<file path="config.mk">
export PLATFORM = sky130hd
export DESIGN_NAME = waitstate_mem
export DESIGN_NICKNAME = d
export VERILOG_FILES = /design/src/rtl/waitstate_mem.sv
export SDC_FILE = /design/constraint.sdc
export NUM_CORES = 1
export LEC_CHECK = 0
export BUFFER_PORTS_ARGS = -buffer_cell sky130_fd_sc_hd__clkbuf_2
export CAP_MARGIN = 15
export CELL_PAD_IN_SITES_DETAIL_PLACEMENT = 0
export CELL_PAD_IN_SITES_GLOBAL_PLACEMENT = 1
export CORE_UTILIZATION = 40
export DETAILED_ROUTE_END_ITERATION = 10
export PLACE_DENSITY_LB_ADDON = 0.1
export REMOVE_ABC_BUFFERS = 1
export SETUP_SLACK_MARGIN = 0.5
export SKIP_LAST_GASP = 1
export SLEW_MARGIN = 20
export SYNTH_ARGS = -nofsm -noshare
export SYNTH_HDL_FRONTEND = slang
export SYNTH_SLANG_ARGS = --single-unit
</file>
<file path="constraint.sdc">
create_clock -name clk -period 3.7 [get_ports clk]
set_input_delay 0 -clock clk [delete_from_list [all_inputs] [get_ports clk]]
set_output_delay 0 -clock clk [all_outputs]
set_load 0.01 [all_outputs]
</file>
<file path="src/rtl/waitstate_mem.sv">
// waitstate_mem: request/response unified memory with programmable wait states and a post-reset clear engine
module waitstate_mem #(
  parameter int DATA_W         = 8,
  parameter int ADDR_W         = 5,
  parameter int DEPTH          = 2**ADDR_W,
  parameter int WAIT_CYCLES    = 2,
  parameter int CLEAR_ON_RESET = 1
) (
  input  logic              clk,
  input  logic              rst,
  input  logic              req_valid_i,
  output logic              req_ready_o,
  input  logic              req_write_i,
  input  logic [ADDR_W-1:0] req_addr_i,
  input  logic [DATA_W-1:0] req_wdata_i,
  output logic              rsp_valid_o,
  output logic [DATA_W-1:0] rsp_rdata_o,
  output logic              rsp_err_o,
  output logic              init_done_o
);
  typedef enum logic [1:0] {CLEAR, IDLE, WAIT, RESP} state_t;
  state_t state_q, state_d;
  logic [ADDR_W-1:0] ptr_q, ptr_d, addr_q, addr_d;
  logic [3:0] cnt_q, cnt_d;
  logic wr_q, wr_d, err_q, err_d;
  logic [DATA_W-1:0] wdata_q, wdata_d, rdata_q, rdata_d;
  logic [DATA_W-1:0] mem_q [DEPTH];
  logic accept, commit, oob;
  assign accept = req_valid_i && state_q == IDLE;
  assign commit = state_q == WAIT && cnt_q == 4'd0;
  assign oob    = 32'(addr_q) >= DEPTH;
  always_ff @(posedge clk or posedge rst)
    if (rst) begin
      state_q <= CLEAR;
      ptr_q   <= '0;
      cnt_q   <= '0;
      wr_q    <= 1'b0;
      addr_q  <= '0;
      wdata_q <= '0;
      rdata_q <= '0;
      err_q   <= 1'b0;
    end else begin
      state_q <= state_d;
      ptr_q   <= ptr_d;
      cnt_q   <= cnt_d;
      wr_q    <= wr_d;
      addr_q  <= addr_d;
      wdata_q <= wdata_d;
      rdata_q <= rdata_d;
      err_q   <= err_d;
    end
  always_comb begin
    state_d = state_q == CLEAR ? ((CLEAR_ON_RESET == 0 || ptr_q == ADDR_W'(DEPTH-1)) ? IDLE : CLEAR) :
              state_q == IDLE  ? (accept ? WAIT : IDLE) :
              state_q == WAIT  ? (commit ? RESP : WAIT) : IDLE;
    ptr_d   = state_q == CLEAR ? ptr_q + 1'b1 : ptr_q;
    cnt_d   = accept ? 4'(WAIT_CYCLES) : (state_q == WAIT && cnt_q != 4'd0) ? cnt_q - 1'b1 : cnt_q;
    wr_d    = accept ? req_write_i : wr_q;
    addr_d  = accept ? req_addr_i : addr_q;
    wdata_d = accept ? req_wdata_i : wdata_q;
    // Out-of-range accesses answer zero; reads of the array happen only here, into a register
    rdata_d = !commit ? rdata_q : oob ? '0 : wr_q ? wdata_q : mem_q[addr_q];
    err_d   = commit ? oob : err_q;
  end
  always_comb begin
    req_ready_o = state_q == IDLE;
    rsp_valid_o = state_q == RESP;
    init_done_o = state_q != CLEAR;
    rsp_rdata_o = rdata_q;
    rsp_err_o   = err_q;
  end
  always_ff @(posedge clk)
    if (!rst) begin
      if (state_q == CLEAR && CLEAR_ON_RESET != 0) mem_q[ptr_q] <= '0;
      else if (commit && wr_q && !oob) mem_q[addr_q] <= wdata_q;
    end
endmodule
</file>
# == After elaboration in Yosys (flattened, before gate mapping) ==
# Memory sizes are Yosys's and may differ from the RTL's.
# Cells that the tools add are included.
# W data, S select, Z words.
# word_totals
n_memories,1
mem_bits_rw,256
inputBits,17
regBits,33
output_inout_bits,12
# memory_table
name,depth,word_bits,read_ports,rd_ports_with_merged_regs,wr,line_no,text
mem_q,32,8,1,0,1,27,logic [DATA_W-1:0] mem_q [DEPTH];
# op_classes
mux,19
addsub,2
n_reduce_logical,10
n_eq_ne,4
# ops
cell,n
$mux W8,2
$mux W1,10
$mux W2,4
$mux W4,2
$reduce_or A8 Y1,1
$add A5 B1 Y5 const B,1
$eq A5 B5 Y1 const B,1
$mux W5,1
$eq A2 B2 Y1 const B,2
$logic_and A1 B1 Y1,4
$logic_not A4 Y1,1
$reduce_bool A2 Y1,2
$reduce_bool A4 Y1,1
$sub A4 B1 Y4 const B,1
$eq A2 B1 Y1 const B,1
$logic_not A2 Y1,1

# == Longest topological paths before layout ==
# Gate-level depths: netlist (run 1).
# depth
ltp_word,9
ltp_mapped,9

# == Worst setup path before layout (run 1) ==
# Ideal clock, no wire load.
# synth_timing
kind,register -> register
startpoint,reg cnt_q[0]
endpoint,"mem mem_q[28][0], enable pin"
setup_ns,0.372
path_buffers,2
arrival_ns,2.186
stages_incl_launch_ff,10
slack_ns,1.142
path_cell_list,dfrtp_1 -> inv_1 -> ha_1 -> or3b_1 -> buf_2 -> or3_4 -> buf_6 -> nor2_1 -> a41oi_2 -> nor2_1
# synth_via
elab_chain_cells,9
# synth_rtl
element,line_no,text
from (decl),24,"logic [3:0] cnt_q, cnt_d;"
from (signal assigned),45,cnt_q <= cnt_d;
$logic_not A4 Y1 *,30,assign commit = state_q == WAIT && cnt_q == 4'd0;
$logic_and A1 B1 Y1 *,30,
$logic_and A1 B1 Y1 *,75,else if (commit && wr_q && !oob) mem_q[addr_q] <= wdata_q;
$mux W1 *,75,
$mux W1 *,74,if (state_q == CLEAR && CLEAR_ON_RESET != 0) mem_q[ptr_q] <= '0;
$mux W1 *,73,if (!rst) begin
$mux W1 (implied by the code) *,75,
$reduce_or A8 Y1 (no line),n/a,
$mux W5 (no line) / $mux W1 (equally long branches),n/a,
to (decl),27,
# Every way passes the cells marked *; elsewhere a longest branch is shown, timed or not.

# == Final worst setup path (run 1) ==
# layout_timing
startpoint,reg cnt_q[0]
endpoint,"mem mem_q[10][1], enable pin"
# Same word-level chain as after synthesis.

==> qor.txt, run 1 <==
CTS Sinks: 289
Gpl congestion: 0.773
Worst-path cell chain: inv_1, ha_1, or3b_1, nor2_1, buf_4, nand4b_1, a21o_1, nor2_1
DR iter-0 viols: 489
Post-Layout Cell Count: 1133
Row count: 62
FF-to-FF End: mem_q[10][1]
Crit path time final: 3060 ps
Routed vias: 6132
Pin slew with the least headroom to its limit: 1070 ps
CTS root buffer: clkbuf_16
CP max stage delay: 690 ps
H-tree levels: 1
Post-synth top area cell: edfxtp_1
Leak pwr: 4.40 nW
Worst reg2reg path startpoint: cnt_q[0]
DRT Pass-1 Iters: 4
Die Y: 173 um
Area Overhead vs Synth: 16.3%
Run status: complete, no violations
CP Class: reg2reg
Fillers: 2389
CP endpoint: mem_q[10][1]
Largest cells by area after synthesis: edfxtp_1 66%, mux4_2 12%, dfrtp_1 7.0%
CP Max Fanout: 11
Top delay family on crit path: simple AND/OR/NAND/NOR gates
I/O pin total: 29
Seq/Total Area, Yosys: 0.726
Die area: 30000 sq um
CP Capture Type: flip-flop
Ys flop type: edfxtp_1
Setup bufs post-CTS: 0
Post-synthesis cell type count: 49
Final setup skew: 28.9 ps
Ratio of cells with drive above 1 in the final layout: 0.294
Core area: 28800 sq um
Total CTS buffers: 30
Initial Util: 0.407
Worst-skew pair later-pin latency: 550 ps
R2R setup slack: 640 ps
Synthesized cell area: 11700 sq um
Clock-pin slew on the worst setup and hold paths: 60 ps
Synth Warn #: 0
Syn_area_per_cell: 18.1 sq um
I/O Buffers: 27
Post-synthesis register bit count: 289
EDFF count, synth: 256
DP HPWL: 17300 um
Nets: 746
Post-route setup TNS: 0 ps
Crit. Startpoint: cnt_q[0]
Critical path launch point type: flip-flop
Vias in the first global route: 6388
Final Hold Viols: 0
TritonCTS clock tree: done
Ant diodes: 0
Global-route wire length before repair: 42000 um
Total gr overflow: 0
Commonest non-fill, non-tap cells in the layout: 256 x edfxtp_1, 64 x mux4_2, 55 x nand2_1
Async SR Flop Fraction: 0.114
Pins Over Slew Limit: 0
VDD IR-drop max: 0.421 mV
Vias per cell: 5.41
Post-synth top area share: 0.656
Post-route clock period utilization: 0.828
Routed Antenna Nets: 0
Detailed Route WL: 27900 um
Final core area utilization: 0.474
Worst path slowest cell: nor2_1
Commonest non-fill, non-tap cell in the layout: edfxtp_1
Dpl cells: 1061
WP depth: 8
PwrDens: 699 nW/um^2
DR DRC count: 0
Max-Cap Viols: 0
WL/cell: 24.6 um
Die X: 173 um
Reg2Reg Depth: 8
Required @ worst endpoint: 3850 ps
CP arrival: 3220 ps
Gate Count Post-Synth: 648
Endpoints failing setup: 0
Initial antenna violation count: 0
RSZ-0062 raised after global routing: true
CTS Buffer Depth: 3
Max_slew headroom: 0.287
Largest net degree at the start of global routing: 60
Fmax: 0.326 GHz
GRT Util Overall: 0.190
Hold WC Path Type: in2reg
CP most frequent cell: nor2_1
CP Buf/Inv Count: 2
==> registers in the layout (all words and copies together) (netlist names) <==
name	flops
wr_q	1
addr_q	5
state_q	2
ptr_q	5
rsp_rdata_o	8
mem_q	256
cnt_q	4
wdata_q	8
==> synthesized netlist by cell type (all sizes together) (10+ instances only) <==
cell    count
mux2i      16
clkbuf     11
buf        26
edfxtp    256
dfrtp      33
mux2       16
nand2      55
nor2       59
o21ai      11
a31oi      11
and2       10
mux4       64
==> through the flow <==
step	cell area, sq um	hold WS [ps]	setup slack (ps)	total power, W
2_1_floorplan	11500	105	283	0.00581
3_3_place_gp	12500	-50.1	562	0.00667
3_5_place_dp	12500	-49.6	496	0.00668
4_1_cts	13600	61.7	542	0.00964
5_1_grt	13600	121	412	0.00999
6_report	13600	59.6	637	0.00953
==> metal layers <==
metal / share of wire / vias to the layer above / GRT usage
met5: 0 / - / 0
met4: 0.016 / 0 / 0.0406
met3: 0.041 / 33 / 0.0248
met2: 0.47 / 156 / 0.293
met1: 0.48 / 3232 / 0.290
li1: - / 2711 / -
==> power breakdown <==
part / internal [W] / switching (W) / leakage, nW
Clock: 0.00170 / 0.00121 / 0.477
Combinational: 0.00111 / 0.00116 / 1.32
Sequential: 0.00380 / 0.000560 / 2.61
==> layout make-up <==
class	instances	area, sq um	share of cell area
Inverter	6	22.5	0.00165
Clock buffer	43	871	0.0639
Clock inverter	13	101	0.00743
Timing Repair Buffer	82	626	0.0459
Tap cell	384	480	0.0352
Multi-Input combinational cell	316	3010	0.221
Sequential cell	289	8520	0.625
==> repair_timing <==
item                       in CTS  in global routing
gates resized for setup         1                 10
setup endpoints to repair      16                144
hold buffers                   16                  0
hold endpoints to repair       47                  0
==> kinds of logic (layout without fill, tap and decap cells) <==
| family | count (synthesis) | in the layout | share of synthesized area |
|---|---|---|---|
| other | 1 | 1 | 0.000320 |
| AND/OR/NAND/NOR | 155 | 155 | 0.0620 |
| flip-flops | 289 | 289 | 0.726 |
| AO/OA/AOI/OAI | 54 | 54 | 0.0318 |
| multiplexers | 96 | 96 | 0.152 |
| XOR/XNOR | 6 | 6 | 0.00448 |
| buffers and inverters | 43 | 144 | 0.0191 |
| adder cells (fa/ha/maj) | 4 | 4 | 0.00427 |
==> worst min path at each step <==
| stage | startpoint | endpoint | slack (ps) | cells after the start |
|---|---|---|---|---|
| detailed placement | rst | ptr_q[4] | -50 | 2 |
| CTS | req_valid_i | state_q[1] | 60 | 3 |
| global route | req_valid_i | state_q[1] | 120 | 3 |
| global placement | rst | ptr_q[4] | -50 | 2 |
| finish | req_valid_i | state_q[1] | 60 | 3 |
| floorplan | req_addr_i[0] | addr_q[0] | 110 | 2 |
==> worst reg2reg max path, cell delays in order (launching register included) <==
cell and delay [ps]:
dfrtp_1 410, inv_1 100, ha_1 160, or3b_1 470, nor2_1 140, buf_4 190
nand4b_1 120, a21o_1 390, nor2_1 690
Power figures use the tool's default switching activity.
==> run 2, diff against run 1 <==
- clock period: 3.7 -> 3.09 ns (I/O delays scaled with it)
==> run 2 against run 1 <==
  * Clock power up 25%
  * Utilization up 1.6 points
  * Sequential power up 15%
  * Via count up 3.6%
  * Total power up 25%
  * Cell count up 3.5%
  * Critical path depth up 1
  * Clock skew down 15 ps
  * Non-clock buffer count up 41
  * Register-to-register slack worse by 120 ps
  * Clock-buffer cell count down 6
  * Largest cell class unchanged
  * Largest power group unchanged
==> qor.txt, run 2 (synthesized netlist as in run 1, its figures left out) <==
Run status: complete, no violations
Final setup skew: 13.7 ps
Detailed Route WL: 28700 um
Area Overhead vs Synth: 20.3%
PnR worst setup slack: 519 ps
DR DRC count: 0
Die Y: 173 um
Vias per cell: 5.41
Max reg flops: 256
GRT Util Overall: 0.194
DP HPWL: 18000 um
Largest net degree at the start of global routing: 37
Worst slack, placed: 266 ps
Gpl congestion: 0.807
DR iter-0 viols: 570
Switching share of total power: 0.305
Hold WC Path Type: in2reg
CTS Buffer Depth: 3
Total gr overflow: 0
Share of total power in sequential cells: 0.420
CP arrival: 2830 ps
WL/cell: 24.4 um
Die X: 173 um
DRT Pass-1 Iters: 4
Row count: 62
PwrDens: 844 nW/um^2
CTS Sinks: 289
I/O Buffers: 27
Die area: 30000 sq um
CTS root buffer: clkbuf_16
Final core area utilization: 0.490
Reg2Reg Depth: 9
CP Capture Type: flip-flop
Total CTS buffers: 31
Leak pwr: 4.66 nW
Net load switching power: 0.00363 W
Vias in the first global route: 6471
Critical path launch point type: flip-flop
I/O pin total: 29
CP Class: reg2reg
Internal: 0.00828 W
Crit path time final: 2570 ps
H-tree levels: 1
Clock network power share: 0.306
Initial antenna violation count: 0
Ant diodes: 0
Pins Over Slew Limit: 0
Initial Util: 0.407
Biggest register: mem_q
Core area: 28800 sq um
Pin slew with the least headroom to its limit: 972 ps
Routed vias: 6350
Hold path depth: 3
Routed Antenna Nets: 0
Post-route clock period utilization: 0.832
Max-Cap Viols: 0
Global-route wire length before repair: 42700 um
RSZ-0062 raised after global routing: true
Worst-skew pair later-pin latency: 550 ps
TritonCTS clock tree: done
Post-route setup TNS: 0 ps
Endpoints failing setup: 0
Commonest non-fill, non-tap cell in the layout: edfxtp_1
Clock-pin slew on the worst setup and hold paths: 60 ps
VDD IR-drop max: 0.475 mV
Fmax: 0.389 GHz
Nets: 788
Required @ worst endpoint: 3350 ps
Combinational Power Share: 0.274
Final hold slack: 75.5 ps
Max_slew headroom: 0.352
CP Max Fanout: 8
Final Hold Viols: 0
Ratio of cells with drive above 1 in the final layout: 0.335
Commonest non-fill, non-tap cells in the layout: 256 x edfxtp_1, 66 x buf_4, 64 x mux4_2
==> run 2: cell count changes in the layout (fill, tap and decap cells not counted), moves of 5 or more <==
cell / previous run / this run
clkinv_1: 0 / 5
clkbuf_8: 5 / 0
buf_4: 36 / 66
buf_6: 0 / 8
==> run 2: routing by layer <==
| layer | track usage | vias to the layer above | wire length (um) |
|---|---|---|---|
| li1 | - | 2791 | - |
| met1 | 0.295 | 3359 | 13700 |
| met2 | 0.295 | 162 | 13300 |
| met3 | 0.0265 | 38 | 1160 |
| met4 | 0.0509 | 0 | 514 |
| met5 | 0 | - | 0 |
==> run 2: repair_timing <==
item | 4_1_cts | 5_1_grt
endpoints found under the hold margin | 47 | 0
hold buffers | 15 | 0
resized for setup | 9 | 26
endpoints found under the setup margin | 119 | 248
pin swaps | 1 | 5
buffers inserted | 4 | 15
==> run 2: final cells by class <==
cell class                 instances  area [sq um]
timing repair buffer             123          1010
inverter                           6          22.5
fill                            2407         14700
tap                              384           480
sequential                       289          8520
clock inverter                    18           201
clock buffer                      37           798
multi-input combinational        316          3080
==> run 2: path summary, 6_finish.rpt <==
path                       slack (ps)        start     endpoint
min                                80  req_valid_i   state_q[1]
min in group asynchronous         140          rst   wdata_q[6]
max in group asynchronous        2720          rst     ptr_q[1]
min reg2reg                       500   wdata_q[0]   wdata_q[0]
max                               520     cnt_q[1]  mem_q[9][6]
max reg2reg                       520     cnt_q[1]  mem_q[9][6]
==> run 2: power by group through the flow <==
stage	Combinational (W)	Sequential, W	Clock [W]
after floorplan	0.00173	0.00522	0
after global placement	0.00287	0.00517	0
after detailed placement	0.00290	0.00517	0
after CTS	0.00303	0.00505	0.00373
after global routing	0.00351	0.00505	0.00387
final	0.00327	0.00500	0.00365
==> run 2: critical path, cell delays in order (launching register included) <==
cell	delay, ps
dfrtp_1	410
inv_2	100
ha_4	140
or3b_4	400
or3_4	440
buf_8	160
nor3_4	210
a31oi_4	80
nor2_2	170
buf_6	170
==> run 2: metrics by stage <==
stage	cell area (sq um)	std cells	total power, W
final	14100	1173	0.0119
after CTS	13900	1158	0.0118
after floorplan	11500	611	0.00696
after global placement	12700	1084	0.00804
after global routing	14100	1173	0.0124
after detailed placement	12700	1084	0.00808
==> run 3, diff against run 2 <==
- clock period: 3.09 -> 2.41 ns (I/O delays scaled with it)
==> run 3 against run 2 <==
  * Wire length rose by 5.1%
  * Cell count rose by 4.9%
  * Total power rose by 40%
  * Highest routed layer unchanged
  * Critical path type unchanged
  * Clock-buffer cell count fell by 4
  * Via count rose by 2.9%
  * Largest cell class unchanged
  * Hold slack improved by 14 ps
  * The run now ends with setup timing left
==> qor.txt, run 3 (synthesized netlist as in run 1, its figures left out) <==
CP max stage delay: 430 ps
WL/cell: 24.5 um
Hold path depth: 3
DP HPWL: 18800 um
DRT Pass-1 Iters: 5
Worst-path cell chain: inv_2, ha_4, or3b_4, or3_4, buf_12, buf_4, a41oi_4, buf_6, buf_6, nor2_4, buf_12
Critical path launch point type: flip-flop
CTS Buffer Depth: 3
Routed vias: 6533
Run status: finished, violations left
Largest net degree at the start of global routing: 33
Worst Hold Path EP: state_q[1]
Failing checks: setup timing
Biggest register: mem_q
H-tree levels: 1
Commonest non-fill, non-tap cells in the layout: 256 x edfxtp_1, 78 x buf_4, 64 x mux4_2
Net load switching power: 0.00506 W
Share of total power in sequential cells: 0.379
DR DRC count: 0
PwrDens: 1080 nW/um^2
Post-route setup TNS: -41500 ps
Final setup skew: 16.0 ps
Clock-pin slew on the worst setup and hold paths: 60 ps
Final hold slack: 89.9 ps
Ratio of cells with drive above 1 in the final layout: 0.438
GRT Util Overall: 0.206
Ant diodes: 0
Max_slew headroom: 0.570
Leak pwr: 5.12 nW
Die Y: 173 um
Max reg flops: 256
CTS Sinks: 289
Switching share of total power: 0.304
CP arrival: 2960 ps
RSZ-0062 raised after global routing: true
Fmax: 0.376 GHz
TritonCTS clock tree: done
Die area: 30000 sq um
CP Max Fanout: 7
CP Buf/Inv Count: 6
Vias in the first global route: 7015
Clock network power share: 0.308
Row count: 62
PnR worst setup slack: -249 ps
Worst slack, placed: -529 ps
Final Hold Viols: 0
Core area: 28800 sq um
Top delay family on crit path: simple AND/OR/NAND/NOR gates
PnR Total Power: 0.0166 W
Combinational Power Share: 0.313
Post-Layout Cell Count: 1231
Worst path slowest cell: or3_4
CTS root buffer: clkbuf_16
I/O Buffers: 27
VDD IR-drop max: 0.425 mV
Hold WC Path Type: in2reg
R2R setup slack: -250 ps
CP Capture Type: flip-flop
Nets: 844
Total gr overflow: 0
Post-route clock period utilization: 1.10
Gpl congestion: 0.835
CP Class: reg2reg
Pin slew with the least headroom to its limit: 645 ps
Total CTS buffers: 31
Worst-skew pair later-pin latency: 550 ps
Global-route wire length before repair: 45300 um
FF-to-FF End: mem_q[20][5]
Routed Antenna Nets: 0
Pins Over Slew Limit: 0
Detailed Route WL: 30100 um
Initial Util: 0.407
Vias per cell: 5.31
Required @ worst endpoint: 2710 ps
Internal: 0.0116 W
Crit path time final: 2660 ps
Worst reg2reg path startpoint: cnt_q[1]
Dpl cells: 1107
Initial antenna violation count: 0
Reg2Reg Depth: 11
Max-Cap Viols: 0
Hold_sp: req_valid_i
Endpoints failing setup: 264
I/O pin total: 29
Area Overhead vs Synth: 31.3%
Die X: 173 um
Commonest non-fill, non-tap cell in the layout: edfxtp_1
DR iter-0 viols: 572
-- run 3: cell count changes in the layout (fill, tap and decap cells not counted), moves of 4 or more --
cell,previous run,this run
nor2_4,3,18
clkbuf_1,6,2
o21ai_2,0,9
nor2_1,47,30
a31oi_1,8,1
bufinv_16,4,8
buf_8,1,5
a31oi_4,1,9
buf_12,6,20
buf_6,8,29
o21ai_1,8,0
buf_4,66,78
-- run 3: tightest hold or removal path, delay by kind of cell --
| family | cells | cell delay, ps |
|---|---|---|
| buf+inv | 1 | 90 |
| simple gates | 2 | 510 |
-- run 3: what timing repair did --
action	in CTS	in global routing
gates resized for setup	110	39
hold buffers	15	0
buffers inserted	39	8
endpoints found under the setup margin	520	521
cloned	4	1
pin swaps	14	18
hold endpoints to repair	47	0
-- run 3: power groups by stage --
stage               Clock [W]  Combinational (W)  Sequential, W
finish                0.00512            0.00520        0.00631
global route          0.00542            0.00557        0.00636
CTS                   0.00522            0.00504        0.00630
detailed placement          0            0.00418        0.00643
global placement            0            0.00417        0.00643
floorplan                   0            0.00222        0.00670
-- run 3: layout make-up --
| class | count | area, sq um |
|---|---|---|
| fill | 2245 | 13400 |
| sequential | 289 | 8520 |
| multi-input combinational | 316 | 3450 |
| timing repair buffer | 179 | 1810 |
| clock buffer | 33 | 783 |
| tap | 384 | 480 |
| clock inverter | 24 | 329 |
| inverter | 6 | 22.5 |
-- run 3: how the worst max path moves through the flow --
stage / start / slack (ps) / to / depth (start not counted)
6_report: cnt_q[1] / -250 / mem_q[20][5] / 11
4_1_cts: cnt_q[1] / -200 / cnt_q[2] / 19
2_1_floorplan: addr_q[0] / -1010 / mem_q[13][0] / 3
5_1_grt: cnt_q[1] / -320 / cnt_q[2] / 19
3_5_place_dp: cnt_q[0] / -530 / mem_q[27][6] / 8
3_3_place_gp: cnt_q[0] / -400 / mem_q[27][7] / 8
-- run 3: metal layers --
| layer | track usage | wire length, um | up-vias |
|---|---|---|---|
| li1 | - | - | 2919 |
| met3 | 0.0254 | 1310 | 44 |
| met1 | 0.306 | 14100 | 3403 |
| met2 | 0.322 | 14100 | 167 |
| met5 | 0 | 0 | - |
| met4 | 0.0527 | 605 | 0 |
-- run 3: metrics by stage --
step	instance area [sq um]	util
after floorplan	11500	-
after global placement	13000	0.450
after detailed placement	13000	0.450
after CTS	15100	0.526
after global routing	15400	0.535
final	15400	0.535
